<file path="config.mk">
export PLATFORM = sky130hd
export DESIGN_NAME = lab3_step_subtractor_seq
export DESIGN_NICKNAME = d
export VERILOG_FILES = /design/src/rtl/lab3_step_subtractor_seq.sv
export SDC_FILE = /design/constraint.sdc
export NUM_CORES = 1
export LEC_CHECK = 0
export ABC_AREA = 1
export BUFFER_PORTS_ARGS = -buffer_cell sky130_fd_sc_hd__buf_2
export CORE_AREA = 5 5 55 57
export CTS_BUF_LIST = sky130_fd_sc_hd__clkbuf_2
export DETAILED_ROUTE_END_ITERATION = 16
export DIE_AREA = 0 0 60 62
export REMOVE_ABC_BUFFERS = 1
export SLEW_MARGIN = 20
export SYNTH_ARGS = -nofsm -noshare
export SYNTH_HDL_FRONTEND = slang
export SYNTH_SLANG_ARGS = --single-unit
</file>
<file path="constraint.sdc">
create_clock -name clk -period 1.95 [get_ports clk]
set_input_delay 0.0975 -clock clk [delete_from_list [all_inputs] [get_ports clk]]
set_output_delay 0.0975 -clock clk [all_outputs]
set_load 0.02 [all_outputs]
</file>
<file path="src/rtl/lab3_step_subtractor_seq.sv">
// rtl/lab3_step_subtractor_seq.sv - steps an operand down by a constant STEP, n times, one subtraction per clock
module lab3_step_subtractor_seq #(
  parameter int WIDTH = 3,
  parameter int STEP  = 2,
  parameter int CNT_W = 4
) (
  input  logic             clk,
  input  logic             rst_n,
  input  logic             start,
  input  logic [WIDTH-1:0] start_value,
  input  logic [CNT_W-1:0] repeat_cnt,
  input  logic             sat_mode,
  output logic             in_ready,
  output logic             busy,
  output logic             done,
  output logic [WIDTH-1:0] result,
  output logic             borrow,
  output logic             zero
);

  localparam logic [WIDTH-1:0] STEP_V = WIDTH'(STEP);

  typedef enum logic [1:0] {
    IDLE = 2'd0,
    RUN  = 2'd1,
    DONE = 2'd2
  } state_t;

  state_t           state;
  state_t           state_nxt;
  logic [WIDTH-1:0] acc;
  logic [CNT_W-1:0] rem;
  logic             mode_q;
  logic             borrow_q;
  logic             accept;
  logic             under;
  logic [WIDTH-1:0] acc_nxt;

  // Underflow is judged on the pre-subtraction value; saturation clamps to 0.
  assign under   = (acc < STEP_V);
  assign acc_nxt = (mode_q && under) ? '0 : (acc - STEP_V);

  always_ff @(posedge clk or negedge rst_n) begin
    if (!rst_n) begin
      state <= IDLE;
    end else begin
      state <= state_nxt;
    end
  end

  always_comb begin
    state_nxt = state;
    in_ready  = 1'b0;
    busy      = 1'b0;
    done      = 1'b0;
    accept    = 1'b0;
    case (state)
      IDLE: begin
        in_ready = 1'b1;
        if (start) begin
          accept    = 1'b1;
          state_nxt = (repeat_cnt == '0) ? DONE : RUN;
        end
      end
      RUN: begin
        busy = 1'b1;
        if (rem == CNT_W'(1)) begin
          state_nxt = DONE;
        end
      end
      DONE: begin
        done      = 1'b1;
        state_nxt = IDLE;
      end
      default: begin
        state_nxt = IDLE;
      end
    endcase
  end

  always_ff @(posedge clk or negedge rst_n) begin
    if (!rst_n) begin
      acc      <= '0;
      rem      <= '0;
      mode_q   <= 1'b0;
      borrow_q <= 1'b0;
    end else if (accept) begin
      acc      <= start_value;
      rem      <= repeat_cnt;
      mode_q   <= sat_mode;
      borrow_q <= 1'b0;
    end else if (busy) begin
      acc <= acc_nxt;
      rem <= rem - CNT_W'(1);
      if (under) begin
        borrow_q <= 1'b1;
      end
    end
  end

  assign result = acc;
  assign borrow = borrow_q;
  assign zero   = (acc == '0);

endmodule

</file>
# After elaboration in Yosys (flattened, before gate mapping)
# Index checks and enable logic that the tools add are counted.
[classes]
add_sub_neg = 2
n_lt_le_gt_ge = 1
eq_ne = 5
mux = 17
reduce_logical = 8
[op_table]
columns = ["op", "count"]
rows = [
  ["2-to-1 mux 3 bit", 3],
  ["2-to-1 mux 1 bit", 8],
  ["2-to-1 mux 4 bit", 2],
  ["2-to-1 mux 2 bit", 3],
  ["equality test 4 x 1 -> 1 bit (second input constant)", 1],
  ["zero test 4 bit", 1],
  ["!= test 2 bit (second input constant)", 2],
  ["one-hot mux 2 bit (2 select lines)", 1],
  ["AND reduction 2 bit", 2],
  ["nonzero test 2 bit", 2],
  ["subtractor 4 x 1 -> 4 bit (second input constant)", 1],
  ["zero test 3 bit", 1],
  ["less-than comparator 3 x 2 -> 1 bit (second input constant)", 1],
  ["subtractor 3 x 2 -> 3 bit (second input constant)", 1],
  ["equality test 2 x 1 -> 1 bit (second input constant)", 1],
  ["equality test 2 bit (second input constant)", 1],
  ["zero test 2 bit", 1],
  ["logical AND 1 bit", 1],
]
[totals]
register_bits = 11

# Depth between registers and ports, before layout
# Gate-level depths: netlist of the first run.
[depth]
ltp_word = 5
ltp_mapped = 6
mapped_depth_nobuf = 6

# Worst setup path after synthesis of the first run
# No wires, ideal clock.
[synth_timing]
path_kind = "reg-to-reg"
from = "reg acc[1], in the netlist result[1]"
to = "reg acc[0], in the netlist result[0]"
t_arrival_ns = 1.022
path_slack_ns = 0.806
stages_incl_launch_ff = 6
n_path_buf = 0
path_cell_list = "dfrtp_1 -> inv_1 -> ha_1 -> nand2_1 -> o21ai_2 -> o21bai_4"
[synth_via]
elab_chain_len = 5
[synth_lines]
columns = ["item", "line", "rtl"]
rows = [
  ["from (decl)", "31", "logic [WIDTH-1:0] acc;"],
  ["from (signal assigned)", "88", "acc <= start_value;"],
  ["from (signal assigned)", "93", "acc <= acc_nxt;"],
  ["less-than comparator 3 x 2 -> 1 bit", "40", "assign under = (acc < STEP_V);"],
  ["logical AND 1 bit", "41", "assign acc_nxt = (mode_q && under) ? '0 : (acc - STEP_V);"],
  ["2-to-1 mux 3 bit", "41", ""],
  ["2-to-1 mux 3 bit", "92", "end else if (busy) begin"],
  ["2-to-1 mux 3 bit", "87", "end else if (accept) begin"],
]
# Every way passes these cells. The select of a mux whose other input is x is not followed.
# A chain may end at the register's enable or synchronous reset.

# Worst setup path after layout of the first run
[layout_timing]
from = "reg state[1]"
to = "out busy"
[layout_via]
elab_chain_len = 2
[layout_lines]
columns = ["item", "line", "rtl"]
rows = [
  ["from (decl)", "29", "state_t state;"],
  ["from (signal assigned)", "47", "state <= state_nxt;"],
  ["equality test 2 x 1 -> 1 bit", "57", "case (state)"],
  ["2-to-1 mux 1 bit", "57", ""],
  ["to (decl)", "14", "output logic busy,"],
]
# Every way passes these cells.

==> metrics.yaml, run 1 <==
reg2reg_depth: 5
min_path_type: "in2reg"
cts_buffers: 3
clockRootBuffer: "clkbuf_2"
p_int_w: 0.000696
drive_gt1_share_pct: 28.7
drv_slew: 0
drtAntennaViolNets: 0
cts_setup_buffers: 0
start_util_pct: 26.9
seq_power_share_pct: 33.0
crit_family: "buffers and inverters"
ys.warnings.count: 0
synth_edf_count: 0
slew_headroom_pct: 79.1
start_kind: "flop"
critPathMaxFanout: 7
power.density_nw_per_um2: 1730
die_y_um: 62
tns_ps: 0
dieArea_sq_um: 3720
fin_util_pct: 33.4
worstSetupPathType: "reg2out"
grt_pass1_wl_um: 2570
wl_per_cell_um: 11.2
required_ps: 1850
fmax_ghz: 0.762
power_frac_comb_pct: 57.1
synth_top_area_cell: "dfrtp_1"
cts_tree: "built"
cp-end-kind: "output pin"
cts_max_path_buffers: 2
syn_area_sq_um: 654
setup_violations: 0
drtPass1Iterations: 4
ys.flop_type: "dfrtp_1"
path_buf_inv: 3
path_depth: 4
leakagePower_nw: 0.454
drc: 0
clock-sinks: 11
ctsResizeCount: 0
tightest_slew_ps: 313
cts.clk_slew.worst_paths_ps: 120
cap_violations: 0
grt_use_total_pct: 9.18
num-nets-final: 123
grt-ovfl-total: 0
synth_top_area_share_pct: 42.1
coreArea_sq_um: 2430
core.rowCount: 18
syn-instance-count: 85
crit_slowest_cell: "dfrtp_1"
dp_hpwl_um: 1200
clkPwrFrac_pct: 9.9
yosys-top-cells-area: "dfrtp_1, nand2_1, nand3_1"
ys_ff_latch: 11
dieWidth_um: 60
switching_share_pct: 50.5
hold_violations: 0
via_per_inst: 4.43
first_iter_violations: 20
grt_setup_unrepaired: "false"
insertion_delay_ps: 270
vdd_drop_max_mv: 0.632
seq_area_frac_synth_pct: 42.1
arrival_ps: 1210
antenna_found_initial: 0
finClkSkew_ps: 3.05
synthArstFlopShare_pct: 100
grt_max_degree: 12
synth.distinct_cells: 17
outcome: "finished, final reports clean"
htreeDepth: 1
holdPathStages: 3
p_sw_w: 0.000709
n_fill_cell: 273
grt_pass1_vias: 621
yosys.cell_count.top_type: "nand2_1"
diodes: 0
period_share_pct: 67.3
path_cells: "inv_1, nand2_4, clkinv_2, buf_2"
wl_um: 1550
synthTopCellsByCount: "nand2_1, dfrtp_1, inv_1"
gp_congestion: 0.804
vias: 612
portBuffers: 18
area_delta_synth_final_pct: 24.1
synth_area_per_cell_sq_um: 7.70
io_pins: 19
period_minus_slack_ps: 1310
crit_path_max_incr_delay_ps: 430
==> kinds of logic (layout without fill, tap and decap cells) <==
family	count (synthesis)	after routing	share of synthesized area [%]
fa+ha+maj	3	3	5.74
buf+inv	12	35	7.46
xor+xnor	1	1	1.34
compound gates	4	4	6.31
flops	11	11	42.1
simple gates	54	54	37.1
==> metal layers <==
layer / track usage (%) / vias to the layer above / wire length, um
met5: 0 / - / 0
met4: 2.22 / 0 / 6
met3: 4.75 / 2 / 112
met2: 15.6 / 20 / 759
met1: 10.2 / 282 / 671
li1: - / 308 / -
==> stage by stage <==
stage               std cells  cell area (sq um)  hold WS, ps  total power [W]  worst slack (ps)
finish                    138                812         17.7          0.00141               638
global route              138                812         24.3          0.00155               546
CTS                       138                812         8.81          0.00142               627
detailed placement        133                782        -11.8          0.00128               802
global placement          133                782        -18.0          0.00126               831
floorplan                  85                654         -198          0.00105               806
==> worst min-delay path: cells and delay by family <==
kind / cells / cell delay (ps)
buffers and inverters: 1 / 70
AND/OR/NAND/NOR: 2 / 90
==> repair_timing <==
| action | in CTS | in global routing |
|---|---|---|
| hold endpoints to repair | 11 | 0 |
| setup endpoints to repair | 0 | 0 |
| hold buffers | 1 | 0 |
==> state kept, by name, indices dropped and copies added, names as in the netlist <==
signal / count
borrow: 1
mode_q: 1
rem: 4
result: 3
state: 2
==> placed cells by master, fill, tap and decap left out <==
master,instances
nor2_4,1
inv_1,10
buf_2,18
clkbuf_2,4
dfrtp_1,11
nor3_1,1
clkinv_2,1
inv_4,1
o21ai_2,2
xor2_1,1
nor2_2,1
nand2_4,2
nand2_1,32
dlygate4sd3_1,1
or2_0,1
o21bai_4,1
ha_1,3
nand3_1,9
a21oi_1,1
nor2_1,7
==> path summary, 6_finish.rpt <==
kind                                start   endpoint  slack [ps]
worst max register to register  result[1]  result[0]         800
worst min register to register     borrow     borrow         480
worst min-delay path             sat_mode     mode_q          20
min in group asynchronous           rst_n     rem[3]         210
max in group asynchronous           rst_n  result[0]        1530
worst max-delay path             state[1]       busy         640
==> final cells by class <==
cell class                      instances  area [sq um]  share of cell area (%)
Inverter                               12          48.8                    6.01
Timing Repair Buffer                   19           100                    12.3
Multi-Input combinational cell         62           330                    40.7
Clock buffer                            4          20.0                    2.47
Sequential cell                        11           275                    33.9
Tap cell                               30          37.5                    4.62
==> power groups by stage <==
stage / logic, W / registers [W] / clock network, W
2_1_floorplan: 0.000558 / 0.000496 / 0
3_3_place_gp: 0.000794 / 0.000467 / 0
3_5_place_dp: 0.000810 / 0.000468 / 0
4_1_cts: 0.000817 / 0.000463 / 0.000144
5_1_grt: 0.000918 / 0.000477 / 0.000151
6_report: 0.000802 / 0.000463 / 0.000139
(Power assumes the default switching activity.)
==> run 2: changes to the inputs <==
==> constraint.sdc (replaced) <==
create_clock -name clk -period 1.2 [get_ports clk]
set_input_delay 0.06 -clock clk [delete_from_list [all_inputs] [get_ports clk]]
set_output_delay 0.06 -clock clk [all_outputs]
set_load 0.02 [all_outputs]
==> run 2 against run 1 <==
- non-clock buffer count increased by 5
- sequential cell count unchanged
- clock power increased by 60%
- clock skew about the same
- total power increased by 69%
- combinational power increased by 75%
- final cell count increased by 3.6%
- first-iteration DRC count decreased by 5.0%
- die area unchanged
- sequential power increased by 63%
==> metrics.yaml, run 2 (synthesis gave the netlist of run 1 again) <==
regMostFlops: "rem"
grt_pass1_wl_um: 2420
drtAntennaViolNets: 0
area_delta_synth_final_pct: 32.7
grt_pass1_vias: 565
dieArea_sq_um: 3720
gp_congestion: 0.830
power.density_nw_per_um2: 2740
clock-sinks: 11
largest_reg_flops: 4
layout_common_cells: "nand2_1, buf_2, dfrtp_1"
num-nets-final: 128
min_path_type: "in2reg"
io_pins: 19
htreeDepth: 1
antenna_found_initial: 0
outcome: "finished, final reports clean"
cts_tree: "built"
required_ps: 1410
drc: 0
dp_hpwl_um: 1190
grt_use_total_pct: 8.71
place_ws_ps: 79.8
final_cells: 143
place_inst: 133
start_kind: "flop"
tns_ps: 0
drtPass1Iterations: 5
fin_ws_ps: 66.0
start_util_pct: 26.9
wl_per_cell_um: 10.6
cap_violations: 0
finClkSkew_ps: 3.35
vias: 614
drv_slew: 0
portBuffers: 18
dieWidth_um: 60
period_minus_slack_ps: 1130
hold_violations: 0
critPathMaxFanout: 4
period_share_pct: 94.5
fmax_ghz: 0.882
vdd_drop_max_mv: 1.30
coreArea_sq_um: 2430
diodes: 0
setup_violations: 0
core.rowCount: 18
first_iter_violations: 19
cts_buffers: 3
via_per_inst: 4.29
tightest_slew_ps: 329
grt_setup_unrepaired: "false"
final_common_cell: "nand2_1"
wl_um: 1520
worstSetupPathType: "reg2reg"
grt-ovfl-total: 0
clockRootBuffer: "clkbuf_2"
cp-end-kind: "flop"
finalPower_w: 0.00238
arrival_ps: 1340
leakagePower_nw: 0.477
drive_gt1_share_pct: 31.0
cts_max_path_buffers: 2
insertion_delay_ps: 260
die_y_um: 62
cts.clk_slew.worst_paths_ps: 120
slew_headroom_pct: 78.1
grt_max_degree: 12
## run 2: worst max-delay path, stage by stage (launching register included)
cell and delay [ps]:
dfrtp_1 410, inv_1 100, ha_1 290, or2_0 210
nand3_1 80
## run 2: area by class of cell
cell class                      count  area (sq um)
Clock buffer                        4          20.0
Multi-Input combinational cell     62           330
Inverter                           12          52.6
Tap cell                           30          37.5
Sequential cell                    11           277
Timing Repair Buffer               24           151
Fill cell                         269          1560
## run 2: what timing repair did
item / CTS / global route
pin swaps: 0 / 1
buffers inserted: 0 / 2
gates resized for setup: 4 / 1
endpoints found under the hold margin: 14 / 0
hold buffers: 4 / 0
setup endpoints to repair: 1 / 1
## run 2: where the power goes
part,switching [W],internal [W]
registers,0.000191,0.000565
logic,0.000837,0.000562
clock network,0.000134,0.0000884
## run 2: path summary, 6_finish.rpt
path | start | end | slack (ps) | cells past startpoint
setup / recovery | rem[0] | rem[1] | 70 | 4
hold / removal | repeat_cnt[1] | rem[1] | 20 | 3
setup reg to reg | rem[0] | rem[1] | 70 | 4
hold reg to reg | borrow | borrow | 480 | 2
max in group asynchronous | rst_n | state[0] | 780 | 2
min in group asynchronous | rst_n | rem[3] | 180 | 2
## run 2: through the flow
stage | instance area [sq um] | hold WS, ps | util (%)
final | 868 | 17.0 | 35.7
after global routing | 868 | 18.8 | 35.7
after CTS | 850 | 5.11 | 34.9
after detailed placement | 782 | -46.0 | 32.2
after global placement | 782 | -56.5 | 32.2
after floorplan | 654 | -236 | -
## run 2: per-layer routing
layer / GRT usage [%] / share of wire, % / vias up
li1: - / - / 320
met1: 10.6 / 43 / 270
met2: 13.4 / 48 / 22
met3: 5.17 / 8.6 / 2
met4: 1.58 / 0.39 / 0
met5: 0 / 0 / -
